--- src/rtl/div_pkg.sv ---
// div_pkg: shared constants and FSM encoding for the iterative divider.
package div_pkg;

    localparam int DIV_W = 32;
    localparam int CNT_W = $clog2(DIV_W);

    typedef enum logic [1:0] {
        S_IDLE = 2'd0,
        S_BUSY = 2'd1,
        S_DONE = 2'd2
    } state_e;

endpackage

--- src/rtl/div_step.sv ---
// div_step: one combinational restoring-division iteration.
module div_step #(
    parameter int WIDTH = 32
) (
    input  logic [WIDTH:0]   rem_i,
    input  logic [WIDTH-1:0] quo_i,
    input  logic [WIDTH-1:0] dvs_i,
    output logic [WIDTH:0]   rem_o,
    output logic [WIDTH-1:0] quo_o
);

    logic [WIDTH+1:0] sh;
    logic [WIDTH+1:0] trial;

    // The extra top bit makes the trial subtraction's sign bit a clean borrow flag.
    assign sh    = {rem_i, quo_i[WIDTH-1]};
    assign trial = sh - {2'b00, dvs_i};
    assign rem_o = trial[WIDTH+1] ? sh[WIDTH:0] : trial[WIDTH:0];
    assign quo_o = {quo_i[WIDTH-2:0], ~trial[WIDTH+1]};

endmodule

--- src/rtl/div_unit.sv ---
// div_unit: iterative signed/unsigned restoring divider, one quotient bit per clock.
module div_unit
    import div_pkg::*;
#(
    parameter int WIDTH = DIV_W
) (
    input  logic             clk,
    input  logic             rst_n,
    input  logic             start,
    input  logic             sign,
    input  logic [WIDTH-1:0] dividend,
    input  logic [WIDTH-1:0] divisor,
    output logic [WIDTH-1:0] q,
    output logic [WIDTH-1:0] r,
    output logic             busy,
    output logic             done,
    output logic             div_zero
);

    localparam int CW = $clog2(WIDTH);

    state_e           state_q;
    logic [CW-1:0]    cnt_q;
    logic [WIDTH:0]   rem_q, rem_d;
    logic [WIDTH-1:0] quo_q, quo_d, dvs_q, dvd_q, q_q, r_q;
    logic             q_neg_q, r_neg_q, busy_q, done_q, dz_q;
    logic [WIDTH-1:0] dvd_abs, dvs_abs, q_fin, r_fin, rem_lo;
    logic             zero, last;

    assign dvd_abs = (sign && dividend[WIDTH-1]) ? -dividend : dividend;
    assign dvs_abs = (sign && divisor[WIDTH-1])  ? -divisor  : divisor;
    assign zero    = (dvs_q == '0);
    assign last    = (cnt_q == CW'(WIDTH - 1));
    assign rem_lo  = rem_d[WIDTH-1:0];
    // A zero divisor bypasses sign correction and returns the raw dividend.
    assign q_fin   = zero ? '1    : (q_neg_q ? -quo_d  : quo_d);
    assign r_fin   = zero ? dvd_q : (r_neg_q ? -rem_lo : rem_lo);

    div_step #(.WIDTH(WIDTH)) u_step (
        .rem_i (rem_q),
        .quo_i (quo_q),
        .dvs_i (dvs_q),
        .rem_o (rem_d),
        .quo_o (quo_d)
    );

    always_ff @(posedge clk or negedge rst_n) begin
        if (!rst_n) begin
            state_q <= S_IDLE;
            cnt_q   <= '0;
            rem_q   <= '0;
            quo_q   <= '0;
            dvs_q   <= '0;
            dvd_q   <= '0;
            q_neg_q <= 1'b0;
            r_neg_q <= 1'b0;
            q_q     <= '0;
            r_q     <= '0;
            busy_q  <= 1'b0;
            done_q  <= 1'b0;
            dz_q    <= 1'b0;
        end else begin
            done_q <= 1'b0;
            case (state_q)
                S_IDLE, S_DONE: begin
                    if (start) begin
                        state_q <= S_BUSY;
                        busy_q  <= 1'b1;
                        cnt_q   <= '0;
                        rem_q   <= '0;
                        quo_q   <= dvd_abs;
                        dvs_q   <= dvs_abs;
                        dvd_q   <= dividend;
                        q_neg_q <= sign && (dividend[WIDTH-1] ^ divisor[WIDTH-1]);
                        r_neg_q <= sign && dividend[WIDTH-1];
                    end else begin
                        state_q <= S_IDLE;
                    end
                end
                S_BUSY: begin
                    rem_q <= rem_d;
                    quo_q <= quo_d;
                    cnt_q <= cnt_q + 1'b1;
                    if (last) begin
                        state_q <= S_DONE;
                        busy_q  <= 1'b0;
                        done_q  <= 1'b1;
                        q_q     <= q_fin;
                        r_q     <= r_fin;
                        dz_q    <= zero;
                    end
                end
                default: state_q <= S_IDLE;
            endcase
        end
    end

    assign q        = q_q;
    assign r        = r_q;
    assign busy     = busy_q;
    assign done     = done_q;
    assign div_zero = dz_q;

endmodule

--- config.mk ---
export PLATFORM = sky130hd
export DESIGN_NAME = div_unit
export DESIGN_NICKNAME = d
export VERILOG_FILES = /design/src/rtl/div_pkg.sv /design/src/rtl/div_step.sv /design/src/rtl/div_unit.sv
export SDC_FILE = /design/constraint.sdc
export NUM_CORES = 1
export LEC_CHECK = 0
export ABC_CLOCK_PERIOD_IN_PS = 6100
export CAP_MARGIN = 20
export CORE_MARGIN = 1
export CORE_UTILIZATION = 58
export CTS_BUF_LIST = sky130_fd_sc_hd__clkbuf_16
export CTS_CLUSTER_SIZE = 14
export DETAILED_ROUTE_END_ITERATION = 8
export PLACE_DENSITY = 0.81
export SLEW_MARGIN = 20
export SYNTH_ARGS = -nofsm -noshare
export SYNTH_HDL_FRONTEND = slang
export SYNTH_SLANG_ARGS = --single-unit
--- constraint.sdc ---
create_clock -name clk -period 6.1 [get_ports clk]
set_input_delay 0.61 -clock clk [delete_from_list [all_inputs] [get_ports clk]]
set_output_delay 0.61 -clock clk [all_outputs]
set_load 0.005 [all_outputs]
* After elaboration in Yosys (flattened, before gate mapping)
Index checks and enable logic that the tools add are counted.
** Storage, ports and cells
- Bits in writable memories :: 0
- Input port bits :: 68
- ROM bits :: 0
- Latch bits :: 0
- Word-level logic and storage cells :: 58
- Output and inout port bits :: 67
- Register bits :: 205
- Memories :: 0
** Operators by class
- Multiply operators :: 0
- Divide/modulo/power cells :: 0
- Reductions and logical operators :: 11
- Shift-type cells :: 0
- Equality and inequality tests :: 5
- $lt $le $gt $ge :: 0
- Bitwise operators :: 2
- Multiplexer cells :: 21
- Add/subtract/negate cells :: 6
** Operator list (count)
- $mux W32 :: 7
- $neg A32 Y32 :: 4
- $mux W33 :: 2
- $pmux W33 S2 :: 1
- $pmux W32 S2 :: 1
- $sub A34 B32 Y34 :: 1
- $logic_not A32 Y1 :: 1
- $pmux W5 S2 :: 1
- $reduce_and A2 Y1 :: 3
- $add A5 B1 Y5 const B :: 1
- $eq A5 B5 Y1 const B :: 1
- $mux W1 :: 5
- $mux W5 :: 1
- $ne A2 B2 Y1 const B :: 2
- $pmux W2 S2 :: 1
- $logic_and A1 B1 Y1 :: 3
- $reduce_and A3 Y1 :: 1
- $eq A2 B1 Y1 const B :: 1
- $eq A2 B2 Y1 const B :: 1
- $logic_not A2 Y1 :: 1
- $mux W2 :: 1
- $pmux W1 S2 :: 1
- $reduce_bool A2 Y1 :: 1
- $reduce_or A2 Y1 :: 1
- other kinds (2) :: 2

* Logic depth before layout (Yosys ltp)
Gate-level depths: netlist (run 1).
- Word-level depth :: 5
- Depth in mapped cells :: 21
- Gate-level depth less buffers :: 18

* Modules after synthesis
From an unflattened synthesis (run 1), not the netlist that was laid out.
** Unflattened totals
- Cells, all modules :: 1567
- Area, all modules :: 13321.5 µm²
** Modules (own cells, without submodules)
- div_unit :: instances 1, seq. area each 5129.9 µm², cells each 1208, area an instance 10918.0 µm²
- div_step :: instances 1, seq. area each 0.0 µm², cells each 359, area an instance 2403.6 µm²

* Worst setup path before layout (run 1)
Ideal clock, no wire load.
- Path kind :: register to register
- Start point :: reg rem_q[15]
- End point :: reg q_q[26], in the netlist q[26]
- Clock period less this slack :: 4.277 ns
- Required time :: 5.963 ns
- Slack :: 1.823 ns
- Arrival :: 4.140 ns
- Stages on the path, launching flop included :: 19
- Library setup time :: 0.137 ns
- Buffers on the path :: 3
- Path through :: dfrtp_1 > ha_1 > clkbuf_1 > nand2_1 > nor4_1 > o21ai_1 > a31oi_1 > o21a_2 > nor2_2 > inv_2 > buf_2 > clkbuf_1 > ha_1 > nand2_1 > or3_1 > or2_2 > o41ai_1 > xor2_1 > a21oi_1
** Between the ends
- Word-level cells in the longest chain between the ends :: 5
** Ends and longest elaborated chain
- start, declared :: RTL line div_unit.sv:24 : logic [WIDTH:0] rem_q, rem_d;
- start signal, assigned :: RTL line div_unit.sv:81 : rem_q <= rem_d;
- $sub A34 B32 Y34 :: RTL line div_step.sv:17 : assign trial = sh - {2'b00, dvs_i};
- $not A1 Y1 :: RTL line div_step.sv:19 : assign quo_o = {quo_i[WIDTH-2:0], ~trial[WIDTH+1]};
- $neg A32 Y32 :: RTL line div_unit.sv:36 : assign q_fin = zero ? '1 : (q_neg_q ? -quo_d : quo_d);
- $mux W32 (2 in series) :: RTL line div_unit.sv:36
- end signal, assigned :: RTL line div_unit.sv:88 : q_q <= q_fin;
- end, declared :: RTL line div_unit.sv:25 : logic [WIDTH-1:0] quo_q, quo_d, dvs_q, dvd_q, q_q, r_q;
Every way passes these cells.
A chain may end at the register's enable or synchronous reset.

* Worst setup path after layout (run 1)
- Start point :: reg rem_q[9]
- End point :: reg r_q[30], in the netlist r[30]
** Between the ends
- Word-level cells in the longest chain between the ends :: 5
** Ends and longest elaborated chain
- $sub A34 B32 Y34 :: RTL line div_step.sv:17
- $mux W33 * :: RTL line div_step.sv:18 : assign rem_o = trial[WIDTH+1] ? sh[WIDTH:0] : trial[WIDTH:0];
- $neg A32 Y32 :: RTL line div_unit.sv:37 : assign r_fin = zero ? dvd_q : (r_neg_q ? -rem_lo : rem_lo);
- $mux W32 * (2 in series) :: RTL line div_unit.sv:37
- end signal, assigned :: RTL line div_unit.sv:89 : r_q <= r_fin;
- end, declared :: RTL line div_unit.sv:25
Every way passes the cells marked *; elsewhere a longest branch is shown, timed or not.

==> impl_metrics.ini, run 1 <==
[worst_setup_path]
worst-path-buf-inv = 1
critPathMaxFanout = 12
cp-start-kind = register
required_ns = 6.50
slowest_delay_ns = 0.48
crit_chain = ha_1 -> a21oi_1 -> o21ai_0 -> o21ai_0 -> a31oi_1 -> nor3_2 -> nor2_4 -> inv_2 -> nor2_1 -> a21oi_1 -> ha_1 -> and4bb_1 -> a22oi_1 -> nor4_1 -> mux2_2 -> o21ai_1 -> o21ai_1
worst_path_max_delay_cell = ha_1
path_class = register to register
crit_arrival_ns = 5.22
cpLargestDelayFamily = compound AO/OA/AOI/OAI gates
crit_path_end_kind = register

[floorplan]
core_mm2 = 0.0227
rows = 55
die_h_um = 155
die_w_um = 155
start_util = 0.595
ioPinCount = 135
dieArea_mm2 = 0.0239

[synth]
synth_top_area_frac = 0.380
synth_edf_count = 0
postSynthNetCount = 1744
ys_ff_latch = 205
synth_cell_types = 84
synth_area_leader_cell = dfrtp_1
ys_seq_area_frac = 0.380
ys.flop_type = dfrtp_1
avgSynthCellArea_um2 = 8.25
synthTopCellsByArea = dfrtp_1, nand2_1, o21ai_0
yosys_warnings = 0
netlist_top_cells_count = nand2_1, dfrtp_1, o21ai_0
yosysMostFrequentCell = nand2_1
syn-instance-count = 1637
syn_area_mm2 = 0.0135
async_reset_ff_frac = 1.00

[placement]
placed_area_mm2 = 0.0150
gp_congestion = 0.967
io_buffers = 134
pre_cts_slack_ns = 1.50
dpl.hpwl_mm = 31.4

[sta]
whs_ns = 0.156
fin_setup_tns_ns = 0
fin_skew_ns = 0.0116
setup_viol = 0
drv_slew = 0
setup_ws_ns = 1.28
hold_viol_final = 0
slew_headroom = 0.341
period_share = 0.790
grt_setup_unrepaired = no
tightest_slew_ns = 0.987
fin_crit_ns = 4.82
fmax_mhz = 208

[clock_tree]
cts_made_buffers = 24
clockRootBuffer = clkbuf_16
postCtsSetupRepairBufs = 0
h-tree-depth = 1
cts_buffer_depth = 3
cts.reportedPaths.clkPinSlew_ns = 0.06
cts_sinks = 205
insertion_delay_ns = 0.52
hold_buffers = 0
cts_tree = done
cts_resized = 0

[job]
drv_cap = 0

[final_layout]
drive_above_1_share = 0.0495
finalNetCount = 1828
areaGrowthSynthToFinish_pct = 16.8
post-route-cell-area_mm2 = 0.0158
n_antenna_cell = 0

[detailed_routing]
ant_nets = 0
routed_via_density = 6.40
drc = 0
wl_mm = 42.4
drt_iter0_drc = 1315
vias = 12958
wl_per_cell_um = 20.9
drtPass1Iterations = 5

[min_path]
hold_class = primary input to asynchronous set/reset pin

[grt]
antenna_found_initial = 2
grt-ovfl-total = 0
grt_pass1_wl_mm = 67.5
grt_max_degree = 100
grt_usage = 0.360
first_global_vias = 12171

[status]
status = finished, final reports clean
routing by layer:
layer | wire (µm) | track usage | vias to the layer above
li1 | - | - | 6035
met1 | 18600 | 0.519 | 6197
met2 | 18300 | 0.540 | 632
met3 | 4040 | 0.0762 | 92
met4 | 1370 | 0.122 | 2
met5 | 40 | 0 | -
sequential cells by signal, summed over array words and instances, names as in the netlist:
| name | count |
|---|---|
| rem_q | 33 |
| dvd_q | 32 |
| dvs_q | 32 |
| q | 32 |
| quo_q | 32 |
| r | 32 |
| cnt_q | 5 |
| state_q | 2 |
| busy | 1 |
| div_zero | 1 |
| done | 1 |
| q_neg_q | 1 |
| r_neg_q | 1 |
final cells by class:
class | instances | area, µm²
Timing Repair Buffer | 147 | 1440
Clock buffer | 25 | 626
Tap cell | 285 | 357
Multi-Input combinational cell | 1284 | 7830
Sequential cell | 205 | 5130
Fill cell | 1792 | 6930
Clock inverter | 19 | 165
Inverter | 59 | 221
logic make-up (layout without fill, tap and decap cells):
kind of cell             Yosys count  count (layout)  synth area share
XOR/XNOR                         131             131            0.0850
buffers and inverters            148             250            0.0429
flip-flops                       205             205             0.380
adder cells (fa/ha/maj)           39              39            0.0367
AND/OR/NAND/NOR                  575             575             0.198
multiplexers                      33              33            0.0250
AO/OA/AOI/OAI                    506             506             0.233
layout by cell type (no fill, tap or decap), types with 7 or more instances in the layout:
| cell | Yosys | final |
|---|---|---|
| and2_1 | 12 | 12 |
| clkbuf_16 | 0 | 25 |
| buf_4 | 1 | 13 |
| clkinv_1 | 0 | 8 |
| a21oi_1 | 137 | 137 |
| o41ai_1 | 10 | 10 |
| o31ai_1 | 20 | 20 |
| a211oi_1 | 11 | 11 |
| nor4_1 | 28 | 28 |
| ha_1 | 38 | 38 |
| clkdlybuf4s50_1 | 0 | 133 |
| a22o_1 | 11 | 11 |
| xor2_1 | 63 | 63 |
| a31oi_1 | 27 | 27 |
| a22oi_1 | 33 | 33 |
| nand3_1 | 16 | 16 |
| or3_1 | 10 | 10 |
| a21o_1 | 11 | 11 |
| nor2_1 | 135 | 132 |
| dfrtp_1 | 205 | 205 |
| nand2b_1 | 11 | 9 |
| o21ai_1 | 11 | 11 |
| o211ai_1 | 8 | 8 |
| or4_1 | 10 | 10 |
| nand3b_1 | 7 | 7 |
| nand2_1 | 248 | 248 |
| xnor2_1 | 68 | 68 |
| mux2i_1 | 27 | 27 |
| inv_1 | 57 | 57 |
| o21ai_0 | 162 | 162 |
| and3_1 | 18 | 18 |
| nand4_1 | 10 | 10 |
| nor3_1 | 39 | 39 |
worst paths after layout:
path | cells past startpoint | to | startpoint | slack, ns
hold / removal | 1 | dvs_q[28] | rst_n | 0.16
setup reg to reg | 17 | r[30] | rem_q[9] | 1.28
setup / recovery | 17 | r[30] | rem_q[9] | 1.28
hold reg to reg | 2 | dvd_q[18] | dvd_q[18] | 0.48
min in group clk | 2 | dvd_q[18] | dvd_q[18] | 0.48
max in group asynchronous | 2 | q[22] | rst_n | 4.67
per-stage QoR:
stage,utilization,std cells
after CTS,0.695,2024
final,0.695,2024
after detailed placement,0.660,1980
after global placement,0.660,1980
after global routing,0.695,2024
after floorplan,-,1637
Power of run 1 is left out: the tool's default activity adds up to more than one toggle a clock period on the data nets, which glitch-free logic cannot reach.
==> run 2: changes to the inputs <==
--- a/config.mk
+++ b/config.mk
@@ -5,7 +5,7 @@
 export SDC_FILE = /design/constraint.sdc
 export NUM_CORES = 1
 export LEC_CHECK = 0
-export ABC_CLOCK_PERIOD_IN_PS = 6100
+export ABC_CLOCK_PERIOD_IN_PS = 4600
 export CAP_MARGIN = 20
 export CORE_MARGIN = 1
 export CORE_UTILIZATION = 58
==> constraint.sdc (replaced) <==
create_clock -name clk -period 4.6 [get_ports clk]
set_input_delay 0.46 -clock clk [delete_from_list [all_inputs] [get_ports clk]]
set_output_delay 0.46 -clock clk [all_outputs]
set_load 0.005 [all_outputs]
==> impl_metrics.ini, run 2 (same netlist as run 1, synthesis figures left out) <==
[status]
failed_checks = hold timing
status = finished, violations left

[final_layout]
n_antenna_cell = 0
register_area_mm2 = 0.00513
largest_register = rem_q
multiInputGateArea_mm2 = 0.00787
finalNetCount = 1854
final_common_cell = nand2_1
fill_cells = 1829
largest_reg_flops = 33
drive_above_1_share = 0.0675
mostFrequentLayoutCells = nand2_1, dfrtp_1, o21ai_0
areaGrowthSynthToFinish_pct = 18.7

[clock_tree]
cts_sinks = 205
postCtsSetupRepairBufs = 0
cts.reportedPaths.clkPinSlew_ns = 0.06
cts_buffer_depth = 3
cts_made_buffers = 24
insertion_delay_ns = 0.54
clockRootBuffer = clkbuf_16
hold_buffers = 0
h-tree-depth = 1
cts_tree = done

[sta]
slew_headroom = 0.414
fin_skew_ns = 0.0183
fin_setup_tns_ns = 0
fmax_mhz = 227
grt_setup_unrepaired = no
period_share = 0.957
whs_ns = -0.0214
setup_viol = 0
drv_slew = 0
hold_viol_final = 2
tightest_slew_ns = 0.879
fin_crit_ns = 4.40

[worst_setup_path]
path_class = register to register
rr_endpoint = r[30]
crit_path_end_kind = register
critPathMaxFanout = 12
worst-path-buf-inv = 1
cp-start-kind = register
cpLargestDelayFamily = compound AO/OA/AOI/OAI gates
cp-endpoint = r[30]
startpoint = rem_q[9]
path_common_cell = o21ai_1
slowest_delay_ns = 0.55
reg2reg_from = rem_q[9]
path_depth = 16
reg2reg_slack_ns = 0.20
crit_arrival_ns = 4.82
reg2regPathDepth = 16
crit_chain = ha_1 -> nand2_1 -> nor4_1 -> o21ai_1 -> a31oi_2 -> o21a_2 -> nor2_4 -> inv_2 -> mux2i_2 -> ha_1 -> and4bb_1 -> a22oi_1 -> nor4_1 -> mux2_2 -> o21ai_1 -> o21ai_1
required_ns = 5.02
worst_path_max_delay_cell = ha_1

[floorplan]
die_w_um = 155
dieArea_mm2 = 0.0239
die_h_um = 155
core_mm2 = 0.0227
rows = 55
start_util = 0.595
ioPinCount = 135

[detailed_routing]
ant_nets = 0
vias = 13264
drt_iter0_drc = 1507
wl_mm = 43.7
drc = 0
drtPass1Iterations = 6
wl_per_cell_um = 21.3
routed_via_density = 6.47

[job]
drv_cap = 0

[min_path]
hold_class = primary input to asynchronous set/reset pin

[grt]
grt_pass1_wl_mm = 69.1
antenna_found_initial = 0
first_global_vias = 12499
grt-ovfl-total = 0
grt_usage = 0.370
grt_max_degree = 112

[placement]
gp_congestion = 1.02
dpl.hpwl_mm = 32.1
io_buffers = 134
## run 2: changes by cell type in the layout (fill, tap and decap cells not counted), sizes merged
| cell | delta |
|---|---|
| bufinv | +1 |
| buf | +26 |
| inv | +2 |
| clkbuf | -1 |
| clkinv | -4 |
| clkinvlp | +1 |
## run 2: stage by stage
stage / std cells / worst slack (ns) / instance area [µm²] / util / hold slack (ns)
after floorplan: 1637 / 0.323 / 13500 / - / 0.164
final: 2049 / 0.198 / 16000 / 0.706 / -0.0214
after CTS: 2049 / 0.126 / 16000 / 0.704 / 0.0600
after global routing: 2049 / 0.00188 / 16000 / 0.706 / 0.0999
after global placement: 2006 / 0.260 / 15200 / 0.669 / 0.452
after detailed placement: 2006 / 0.135 / 15200 / 0.669 / 0.462
## run 2: final cells by class
cell class              count  share of cell area
multi-input cells        1284               0.491
inverters                  59              0.0138
well taps                 285              0.0222
clock inverters            19              0.0126
repair buffers            173               0.103
flip-flops and latches    205               0.320
clock buffers              24              0.0375
## run 2: per-layer routing
metal	part of all wire	wire (µm)	vias up	GRT usage
met4	0.041	1800	0	0.147
li1	-	-	6091	-
met5	0	0	-	0
met1	0.43	18800	6311	0.536
met3	0.11	4620	133	0.0759
met2	0.42	18400	729	0.541
## run 2: worst min-delay path by stage
stage | startpoint | to | slack [ns] | cells past startpoint
floorplan | rst_n | busy | 0.16 | 0
global placement | dvd_q[4] | dvd_q[4] | 0.45 | 2
detailed placement | dvd_q[19] | dvd_q[19] | 0.46 | 2
CTS | rst_n | rem_q[24] | 0.06 | 1
global route | rst_n | rem_q[5] | 0.1 | 1
finish | rst_n | rem_q[24] | -0.02 | 1
## run 2: worst reg2reg max path: cells and delay by family, from the launching register on
kind	cells	cell delay, ns
buf+inv	1	0.15
mux	2	0.66
flops	1	0.47
simple gates	5	1.10
fa+ha+maj	2	0.77
compound gates	6	1.15
## run 2: repair_timing
item / CTS / global route
hold endpoints to repair: 0 / 0
endpoints found under the setup margin: 0 / 13
gates resized for setup: 0 / 9
Power of run 2 is left out for the same reason.
